`src/rtl/gpu_seq_pkg.sv`:
```
// Shared types and constants for the per-unit GPU job sequencer.
package gpu_seq_pkg;

  typedef enum logic [2:0] {
    StIdle,
    StRdA,
    StRdB,
    StExec,
    StWrC
  } seq_state_e;

  localparam logic [3:0] OP_MATMUL = 4'd0;
  localparam logic [3:0] OP_EWADD  = 4'd1;

  // op_config field layout; M/N/K fields hold dimension-1
  localparam int unsigned CFG_FIELD_W = 4;
  localparam int unsigned CFG_M_LSB   = 0;
  localparam int unsigned CFG_N_LSB   = 4;
  localparam int unsigned CFG_K_LSB   = 8;
  localparam int unsigned CFG_OP_LSB  = 12;

endpackage

```
`src/rtl/gpu_seq_addr_gen.sv`:
```
// Element byte-address calculation for the A, B and C operands of the current (i, j, k).
module gpu_seq_addr_gen
  import gpu_seq_pkg::*;
#(
  parameter int unsigned ADDR_WIDTH = 32
) (
  input  logic [ADDR_WIDTH-1:0] i_a_base,
  input  logic [ADDR_WIDTH-1:0] i_b_base,
  input  logic [ADDR_WIDTH-1:0] i_c_base,
  input  logic [3:0]            i_row,
  input  logic [3:0]            i_col,
  input  logic [3:0]            i_kidx,
  input  logic [3:0]            i_n_m1,
  input  logic [3:0]            i_k_m1,
  input  logic [3:0]            i_opcode,
  output logic [ADDR_WIDTH-1:0] o_a_addr,
  output logic [ADDR_WIDTH-1:0] o_b_addr,
  output logic [ADDR_WIDTH-1:0] o_c_addr
);

  logic [7:0] w_n;
  logic [7:0] w_k;
  logic [7:0] w_idx_a;
  logic [7:0] w_idx_b;
  logic [7:0] w_idx_c;
  logic       w_is_matmul;

  // Indices stay below 256 since every dimension is at most 16.
  always_comb begin
    w_n         = 8'(i_n_m1) + 8'd1;
    w_k         = 8'(i_k_m1) + 8'd1;
    w_is_matmul = (i_opcode == OP_MATMUL);
    w_idx_c     = 8'(i_row) * w_n + 8'(i_col);
    w_idx_a     = w_is_matmul ? (8'(i_row) * w_k + 8'(i_kidx)) : w_idx_c;
    w_idx_b     = w_is_matmul ? (8'(i_kidx) * w_n + 8'(i_col)) : w_idx_c;
    o_a_addr    = i_a_base + ADDR_WIDTH'({w_idx_a, 2'b00});
    o_b_addr    = i_b_base + ADDR_WIDTH'({w_idx_b, 2'b00});
    o_c_addr    = i_c_base + ADDR_WIDTH'({w_idx_c, 2'b00});
  end

endmodule

```
`src/rtl/gpu_unit_sequencer.sv`:
```
// Per-unit job engine: matmul / element-wise add over a single-outstanding word memory port.
module gpu_unit_sequencer
  import gpu_seq_pkg::*;
#(
  parameter int unsigned ADDR_WIDTH = 32,
  parameter int unsigned DATA_WIDTH = 32
) (
  input  logic                  i_clk,
  input  logic                  i_rst,
  input  logic                  i_enable,
  input  logic                  i_soft_reset,
  input  logic                  i_start,
  input  logic [ADDR_WIDTH-1:0] i_a_addr,
  input  logic [ADDR_WIDTH-1:0] i_b_addr,
  input  logic [ADDR_WIDTH-1:0] i_c_addr,
  input  logic [15:0]           i_op_config,
  output logic                  o_busy,
  output logic                  o_done,
  output logic                  o_error,
  output logic [31:0]           o_cycle_count,
  output logic [31:0]           o_op_count,
  output logic                  o_mem_req,
  output logic                  o_mem_we,
  output logic [ADDR_WIDTH-1:0] o_mem_addr,
  output logic [DATA_WIDTH-1:0] o_mem_wdata,
  input  logic                  i_mem_ack,
  input  logic [DATA_WIDTH-1:0] i_mem_rdata,
  input  logic                  i_mem_err
);

  seq_state_e            r_state, w_state_d;
  logic [ADDR_WIDTH-1:0] r_a_base, r_b_base, r_c_base;
  logic [3:0]            r_m_m1, r_n_m1, r_k_m1, r_opcode;
  logic [3:0]            r_i, r_j, r_k, w_i_d, w_j_d, w_k_d;
  logic [DATA_WIDTH-1:0] r_a_val, r_b_val, r_acc, w_a_val_d, w_b_val_d, w_acc_d;
  logic                  r_busy, r_done, r_error, w_done_d, w_error_d;
  logic [31:0]           r_cycle_count, r_op_count;
  logic                  r_mem_req, r_mem_we, w_mem_req_d, w_mem_we_d;
  logic [ADDR_WIDTH-1:0] r_mem_addr, w_mem_addr_d;
  logic [DATA_WIDTH-1:0] r_mem_wdata, w_mem_wdata_d;

  logic                  w_start_ok, w_cfg_bad;
  logic [ADDR_WIDTH-1:0] w_a_base, w_b_base, w_c_base;
  logic [3:0]            w_n_m1, w_k_m1, w_opcode;
  logic [ADDR_WIDTH-1:0] w_addr_a, w_addr_b, w_addr_c;
  logic [DATA_WIDTH-1:0] w_mac, w_sum;

  assign w_start_ok = (r_state == StIdle) && i_start && i_enable && !i_soft_reset;
  assign w_cfg_bad  = (i_op_config[CFG_OP_LSB +: CFG_FIELD_W] > OP_EWADD) ||
                      (|i_a_addr[1:0]) || (|i_b_addr[1:0]) || (|i_c_addr[1:0]);

  // The first address of a job is computed in the start cycle, before the config is captured.
  assign w_a_base = (r_state == StIdle) ? i_a_addr : r_a_base;
  assign w_b_base = (r_state == StIdle) ? i_b_addr : r_b_base;
  assign w_c_base = (r_state == StIdle) ? i_c_addr : r_c_base;
  assign w_n_m1   = (r_state == StIdle) ? i_op_config[CFG_N_LSB +: CFG_FIELD_W] : r_n_m1;
  assign w_k_m1   = (r_state == StIdle) ? i_op_config[CFG_K_LSB +: CFG_FIELD_W] : r_k_m1;
  assign w_opcode = (r_state == StIdle) ? i_op_config[CFG_OP_LSB +: CFG_FIELD_W] : r_opcode;

  assign w_mac = r_acc + r_a_val * r_b_val;
  assign w_sum = r_a_val + r_b_val;

  // Addresses follow the next-state indices so requests are valid on state entry.
  gpu_seq_addr_gen #(
    .ADDR_WIDTH(ADDR_WIDTH)
  ) u_addr_gen (
    .i_a_base (w_a_base),
    .i_b_base (w_b_base),
    .i_c_base (w_c_base),
    .i_row    (w_i_d),
    .i_col    (w_j_d),
    .i_kidx   (w_k_d),
    .i_n_m1   (w_n_m1),
    .i_k_m1   (w_k_m1),
    .i_opcode (w_opcode),
    .o_a_addr (w_addr_a),
    .o_b_addr (w_addr_b),
    .o_c_addr (w_addr_c)
  );

  // Next state, loop indices, datapath and sticky status.
  always_comb begin
    w_state_d     = r_state;
    w_i_d         = r_i;
    w_j_d         = r_j;
    w_k_d         = r_k;
    w_a_val_d     = r_a_val;
    w_b_val_d     = r_b_val;
    w_acc_d       = r_acc;
    w_done_d      = r_done;
    w_error_d     = r_error;
    w_mem_wdata_d = r_mem_wdata;
    unique case (r_state)
      StIdle: begin
        if (w_start_ok) begin
          w_done_d  = 1'b0;
          w_error_d = 1'b0;
          w_i_d     = '0;
          w_j_d     = '0;
          w_k_d     = '0;
          w_acc_d   = '0;
          if (w_cfg_bad) w_error_d = 1'b1;
          else           w_state_d = StRdA;
        end
      end
      StRdA: begin
        if (i_mem_ack) begin
          if (i_mem_err) begin
            w_error_d = 1'b1;
            w_state_d = StIdle;
          end else begin
            w_a_val_d = i_mem_rdata;
            w_state_d = StRdB;
          end
        end
      end
      StRdB: begin
        if (i_mem_ack) begin
          if (i_mem_err) begin
            w_error_d = 1'b1;
            w_state_d = StIdle;
          end else begin
            w_b_val_d = i_mem_rdata;
            w_state_d = StExec;
          end
        end
      end
      StExec: begin
        w_acc_d       = w_mac;
        w_mem_wdata_d = (r_opcode == OP_MATMUL) ? w_mac : w_sum;
        if ((r_opcode == OP_MATMUL) && (r_k != r_k_m1)) begin
          w_k_d     = r_k + 4'd1;
          w_state_d = StRdA;
        end else begin
          w_state_d = StWrC;
        end
      end
      StWrC: begin
        if (i_mem_ack) begin
          if (i_mem_err) begin
            w_error_d = 1'b1;
            w_state_d = StIdle;
          end else begin
            w_acc_d = '0;
            w_k_d   = '0;
            if (r_j != r_n_m1) begin
              w_j_d     = r_j + 4'd1;
              w_state_d = StRdA;
            end else if (r_i != r_m_m1) begin
              w_i_d     = r_i + 4'd1;
              w_j_d     = '0;
              w_state_d = StRdA;
            end else begin
              w_done_d  = 1'b1;
              w_state_d = StIdle;
            end
          end
        end
      end
      default: w_state_d = StIdle;
    endcase
    if (i_soft_reset) begin
      w_state_d = StIdle;
      w_done_d  = 1'b0;
      w_error_d = 1'b0;
    end
  end

  // Memory request for the state being entered; held while waiting for ack.
  always_comb begin
    w_mem_req_d  = 1'b0;
    w_mem_we_d   = 1'b0;
    w_mem_addr_d = r_mem_addr;
    unique case (w_state_d)
      StRdA: begin
        w_mem_req_d  = 1'b1;
        w_mem_addr_d = w_addr_a;
      end
      StRdB: begin
        w_mem_req_d  = 1'b1;
        w_mem_addr_d = w_addr_b;
      end
      StWrC: begin
        w_mem_req_d  = 1'b1;
        w_mem_we_d   = 1'b1;
        w_mem_addr_d = w_addr_c;
      end
      default: ;
    endcase
  end

  // State, captured job config, datapath registers, counters and registered outputs.
  always_ff @(posedge i_clk) begin
    if (i_rst) begin
      r_state       <= StIdle;
      r_a_base      <= '0;
      r_b_base      <= '0;
      r_c_base      <= '0;
      r_m_m1        <= '0;
      r_n_m1        <= '0;
      r_k_m1        <= '0;
      r_opcode      <= '0;
      r_i           <= '0;
      r_j           <= '0;
      r_k           <= '0;
      r_a_val       <= '0;
      r_b_val       <= '0;
      r_acc         <= '0;
      r_busy        <= 1'b0;
      r_done        <= 1'b0;
      r_error       <= 1'b0;
      r_cycle_count <= '0;
      r_op_count    <= '0;
      r_mem_req     <= 1'b0;
      r_mem_we      <= 1'b0;
      r_mem_addr    <= '0;
      r_mem_wdata   <= '0;
    end else begin
      r_state     <= w_state_d;
      r_i         <= w_i_d;
      r_j         <= w_j_d;
      r_k         <= w_k_d;
      r_a_val     <= w_a_val_d;
      r_b_val     <= w_b_val_d;
      r_acc       <= w_acc_d;
      r_busy      <= (w_state_d != StIdle);
      r_done      <= w_done_d;
      r_error     <= w_error_d;
      r_mem_req   <= w_mem_req_d;
      r_mem_we    <= w_mem_we_d;
      r_mem_addr  <= w_mem_addr_d;
      r_mem_wdata <= w_mem_wdata_d;
      if (w_start_ok) begin
        r_a_base <= i_a_addr;
        r_b_base <= i_b_addr;
        r_c_base <= i_c_addr;
        r_m_m1   <= i_op_config[CFG_M_LSB +: CFG_FIELD_W];
        r_n_m1   <= i_op_config[CFG_N_LSB +: CFG_FIELD_W];
        r_k_m1   <= i_op_config[CFG_K_LSB +: CFG_FIELD_W];
        r_opcode <= i_op_config[CFG_OP_LSB +: CFG_FIELD_W];
      end
      if (i_soft_reset) begin
        r_cycle_count <= '0;
        r_op_count    <= '0;
      end else begin
        r_cycle_count <= r_cycle_count + {31'd0, r_busy};
        r_op_count    <= r_op_count + {31'd0, (r_state == StExec)};
      end
    end
  end

  assign o_busy        = r_busy;
  assign o_done        = r_done;
  assign o_error       = r_error;
  assign o_cycle_count = r_cycle_count;
  assign o_op_count    = r_op_count;
  assign o_mem_req     = r_mem_req;
  assign o_mem_we      = r_mem_we;
  assign o_mem_addr    = r_mem_addr;
  assign o_mem_wdata   = r_mem_wdata;

endmodule

```
`config.mk`:
```
export PLATFORM = sky130hd
export DESIGN_NAME = gpu_unit_sequencer
export DESIGN_NICKNAME = d
export VERILOG_FILES = /design/src/rtl/gpu_seq_pkg.sv /design/src/rtl/gpu_seq_addr_gen.sv /design/src/rtl/gpu_unit_sequencer.sv
export SDC_FILE = /design/constraint.sdc
export NUM_CORES = 2
export LEC_CHECK = 0
export ABC_AREA = 1
export CAP_MARGIN = 5
export CORE_ASPECT_RATIO = 0.7
export CORE_UTILIZATION = 51
export DETAILED_ROUTE_END_ITERATION = 16
export DONT_BUFFER_PORTS = 1
export PLACE_DENSITY = 0.75
export SYNTH_ARGS = -nofsm -noshare
export SYNTH_HDL_FRONTEND = slang
export SYNTH_SLANG_ARGS = --single-unit
```
`constraint.sdc`:
```
create_clock -name i_clk -period 7.7 [get_ports i_clk]
set_input_delay 0.77 -clock i_clk [delete_from_list [all_inputs] [get_ports i_clk]]
set_output_delay 0.77 -clock i_clk [all_outputs]
set_load 0.005 [all_outputs]
```
==> implementation parameters <==
Parameter                              Value

CTS
  Number of instances resized during post-cts repair ... 0
  Clock insertion delay at the later pin of the skew report ... 0.60 ns
  Number of buffers on the longest clock path ... 3
  Clock tree from TritonCTS ... yes
  Cts hold-fix bufs ... 0
  Clock Sinks ... 356
  Post-CTS setup buffers ... 0
  Clock-pin transition on the worst setup and hold timing paths ... 0.06 ns
  H-tree depth reported by CTS ... 2
  Buffer type at the clock tree root ... sky130_fd_sc_hd__clkbuf_16
  Total clock buffers created by CTS ... 40

Die
  Num rows ... 84
  Initial core utilization ... 51.8%
  Floorplan die area ... 0.0778 mm²
  Placeable core region ... 0.0755 mm²
  DIE HEIGHT ... 234 µm
  I/O pins ... 284
  Floorplan die width ... 333 µm

Synthesis
  Synth warn ... 0
  Dominant synthesized flop cell ... sky130_fd_sc_hd__dfxtp_1
  Synth Cell Area ... 0.0391 mm²
  Number of enable-type register cells in the synthesized netlist ... 0
  Post-synthesis async set-or-reset flop share ... 0%
  Syn Inst Count ... 5538
  Share of the yosys chip area belonging to registers ... 18.2%
  Net count of the mapped netlist ... 6394
  Cell type with the largest total area after synthesis ... sky130_fd_sc_hd__fa_1
  Synth Register Bits ... 356
  Synth Area per Inst ... 7.06 µm²
  Share of the synthesized area in the top cell type ... 23.9%
  Leading cell types by count after synthesis ... sky130_fd_sc_hd__nand2_1 (1294), sky130_fd_sc_hd__inv_1 (1038), sky130_fd_sc_hd__nor2_1 (509), sky130_fd_sc_hd__fa_1 (466), sky130_fd_sc_hd__o21ai_0 (376)
  Most common cell in the synthesized netlist ... sky130_fd_sc_hd__nand2_1
  Unique masters post-synth ... 64
  Leading post-synthesis cells by cell area ... sky130_fd_sc_hd__fa_1 (24%), sky130_fd_sc_hd__dfxtp_1 (18%), sky130_fd_sc_hd__nand2_1 (12%)

Pwr
  Peak VDD IR ... 0.000170 V
  Pwr/cell area ... 102 mW/mm²
  Total leakage power ... 20.5 nW

STA
  Number of failing hold endpoints at the final stage ... 0
  Setup Total Neg Slack ... 0 ns
  Normalized max-slew margin ... 19.9%
  Number of setup violations in the final report ... 0
  RSZ-0062 raised after global routing ... false
  Final Max Tran Viols ... 0
  Layout Skew ... 0.0247 ns
  Pin slew with the least headroom to its limit ... 1.20 ns
  Clock period minus worst slack ... 7.40 ns
  Achievable frequency ... 135 MHz
  Fraction of the cycle the final worst path needs ... 96.1%

Setup path
  Reg-to-reg critical path startpoint ... r_a_val[1]
  Worst setup EP type ... flop
  Startpoint type of the worst setup path ... flop
  Crit Path Max Fanout ... 11
  Dominant delay contributor by cell family on the critical path ... adder cells
  Slowest stage delay, CP ... 1.10 ns
  Slowest-stage cell, CP ... sky130_fd_sc_hd__dfxtp_1
  Cell type with the highest occurrence count on the critical path ... sky130_fd_sc_hd__fa_1
  Worst r2r dst ... o_mem_wdata[31]
  Buffers & Inverters on Critical Path ... 6
  Endpoint arrival time on the critical path ... 7.92 ns
  Type of the worst setup path ... reg2reg
  Internal reg-to-reg setup slack ... 0.30 ns
  Count of cells along the worst register-to-register path ... 26
  Req. time, crit path ... 8.22 ns

Status
  Result of the run ... finished clean

Hold path
  Worst hold start ... i_rst
  End point of the most critical hold path ... r_j[0]
  Cell depth of the worst hold path ... 1
  Min-delay worst type ... in2reg

Placement
  Estimated wirelength of the detail-placed design ... 99300 µm
  Count of buffers from port buffering ... 0
  Weighted congestion reported at the end of routability-driven placement ... 0.999

Route
  Drt first-iter violations ... 3826
  Post-DRT Antenna Nets ... 0
  Number of DRC violations after detailed routing ... 0
  First-pass iteration count of the detailed router ... 9
  Wire length per cell after detailed routing ... 19.2 µm
  Detailed-route via count ... 36200
  Post-Route WL ... 124000 µm
  Vias per Instance ... 5.58

GRT
  Antenna violations before repair ... 4
  Number of global-route vias before repair ... 34400
  Residual overflow from global routing ... 0
  Pin count of the biggest net entering global routing ... 127
  Global-route wire length before repair ... 195000 µm
  Total GRT Usage ... 32.0%

Final layout
  Area added between synthesis and finish ... 6.71%
  Final core utilization ... 55.3%
  Nets ... 6315
  Layout cells sized above 1 ... 5.48%

Flow run
  Max_cap viols ... 0
==> routing by layer <==
layer	global-route usage [%]	vias to the layer above	share of wire, %
li1	-	16900	-
met1	45.3	17200	43
met2	46.6	1867	40
met3	10.1	229	13
met4	8.84	6	3.1
met5	0	-	0.027
==> sequential cells by signal, summed over array words and instances (netlist names), 32 cells and up <==
register	cells
o_op_count	32
r_c_base	32
o_cycle_count	32
r_b_val	32
r_a_base	32
r_a_val	32
o_mem_wdata	32
o_mem_addr	32
r_acc	32
r_b_base	32
==> worst max-delay path by stage <==
stage | start | slack, ns | cells past startpoint | endpoint
floorplan | r_b_val[5] | 0.88 | 28 | o_mem_wdata[29]
global placement | r_b_val[5] | 0.09 | 26 | o_mem_wdata[26]
detailed placement | r_b_val[0] | 0.06 | 24 | o_mem_wdata[26]
CTS | r_a_val[8] | 0.006 | 25 | o_mem_wdata[26]
global route | r_a_val[1] | 0.02 | 25 | o_mem_wdata[26]
finish | r_a_val[1] | 0.30 | 26 | o_mem_wdata[31]
==> power by group <==
| group | switching (mW) | internal, mW | total, mW |
|---|---|---|---|
| registers | 0.0134 | 1.87 | 1.89 |
| logic | 0.197 | 0.0793 | 0.277 |
| clock network | 0.890 | 1.20 | 2.09 |
==> layout make-up <==
type,count,area (µm²)
Fill cell,7171,33700
Multi-Input combinational cell,3883,27100
Sequential cell,356,7150
Inverter,1059,3980
Tap cell,989,1240
Clock buffer,53,1080
Timing Repair Buffer,119,935
Clock inverter,20,293
Antenna cell,1,2.50
==> cell families after synthesis <==
family | count (synthesis) | share of synthesized area [%]
DFF | 356 | 18.2
buffers and inverters | 1299 | 12.8
adders and majority gates | 705 | 31.5
xor gates and xnor gates | 94 | 2.12
AOI/OAI and AO/OA | 869 | 11.9
muxes | 1 | 0.0256
and+or+nand+nor | 2214 | 23.4
==> per-stage QoR <==
step	power, mW	setup WS [ns]	cell area (µm²)	cells	hold WS [ns]
2_1_floorplan	2.12	0.882	39100	5538	0.425
3_3_place_gp	2.19	0.0884	40300	6406	0.439
3_5_place_dp	2.19	0.0585	40300	6406	0.444
4_1_cts	4.26	0.00570	41700	6479	0.233
5_1_grt	4.37	0.0205	41700	6480	0.244
6_report	4.25	0.299	41700	6480	0.255
==> placed cells by master (no fill, tap or decap), drive strengths merged, types with 10 or more instances in the layout <==
cell    synthesis  routed
nand2        1299    1299
o21bai         13      13
o21a           22      22
a21oi         313     313
xor2           56      56
ha            239     239
clkinv          3      10
nand4          40      40
o211ai         11      11
inv          1056    1059
or2            27      27
fa            466     466
dfxtp         356     356
nor2          526     526
clkbuf        195      53
o21ai         444     444
nor3           73      73
nor4           27      27
xnor2          38      38
a31oi          30      30
nand3         189     189
nand3b         17      17
buf            45     119
(Power assumes the default switching activity.)
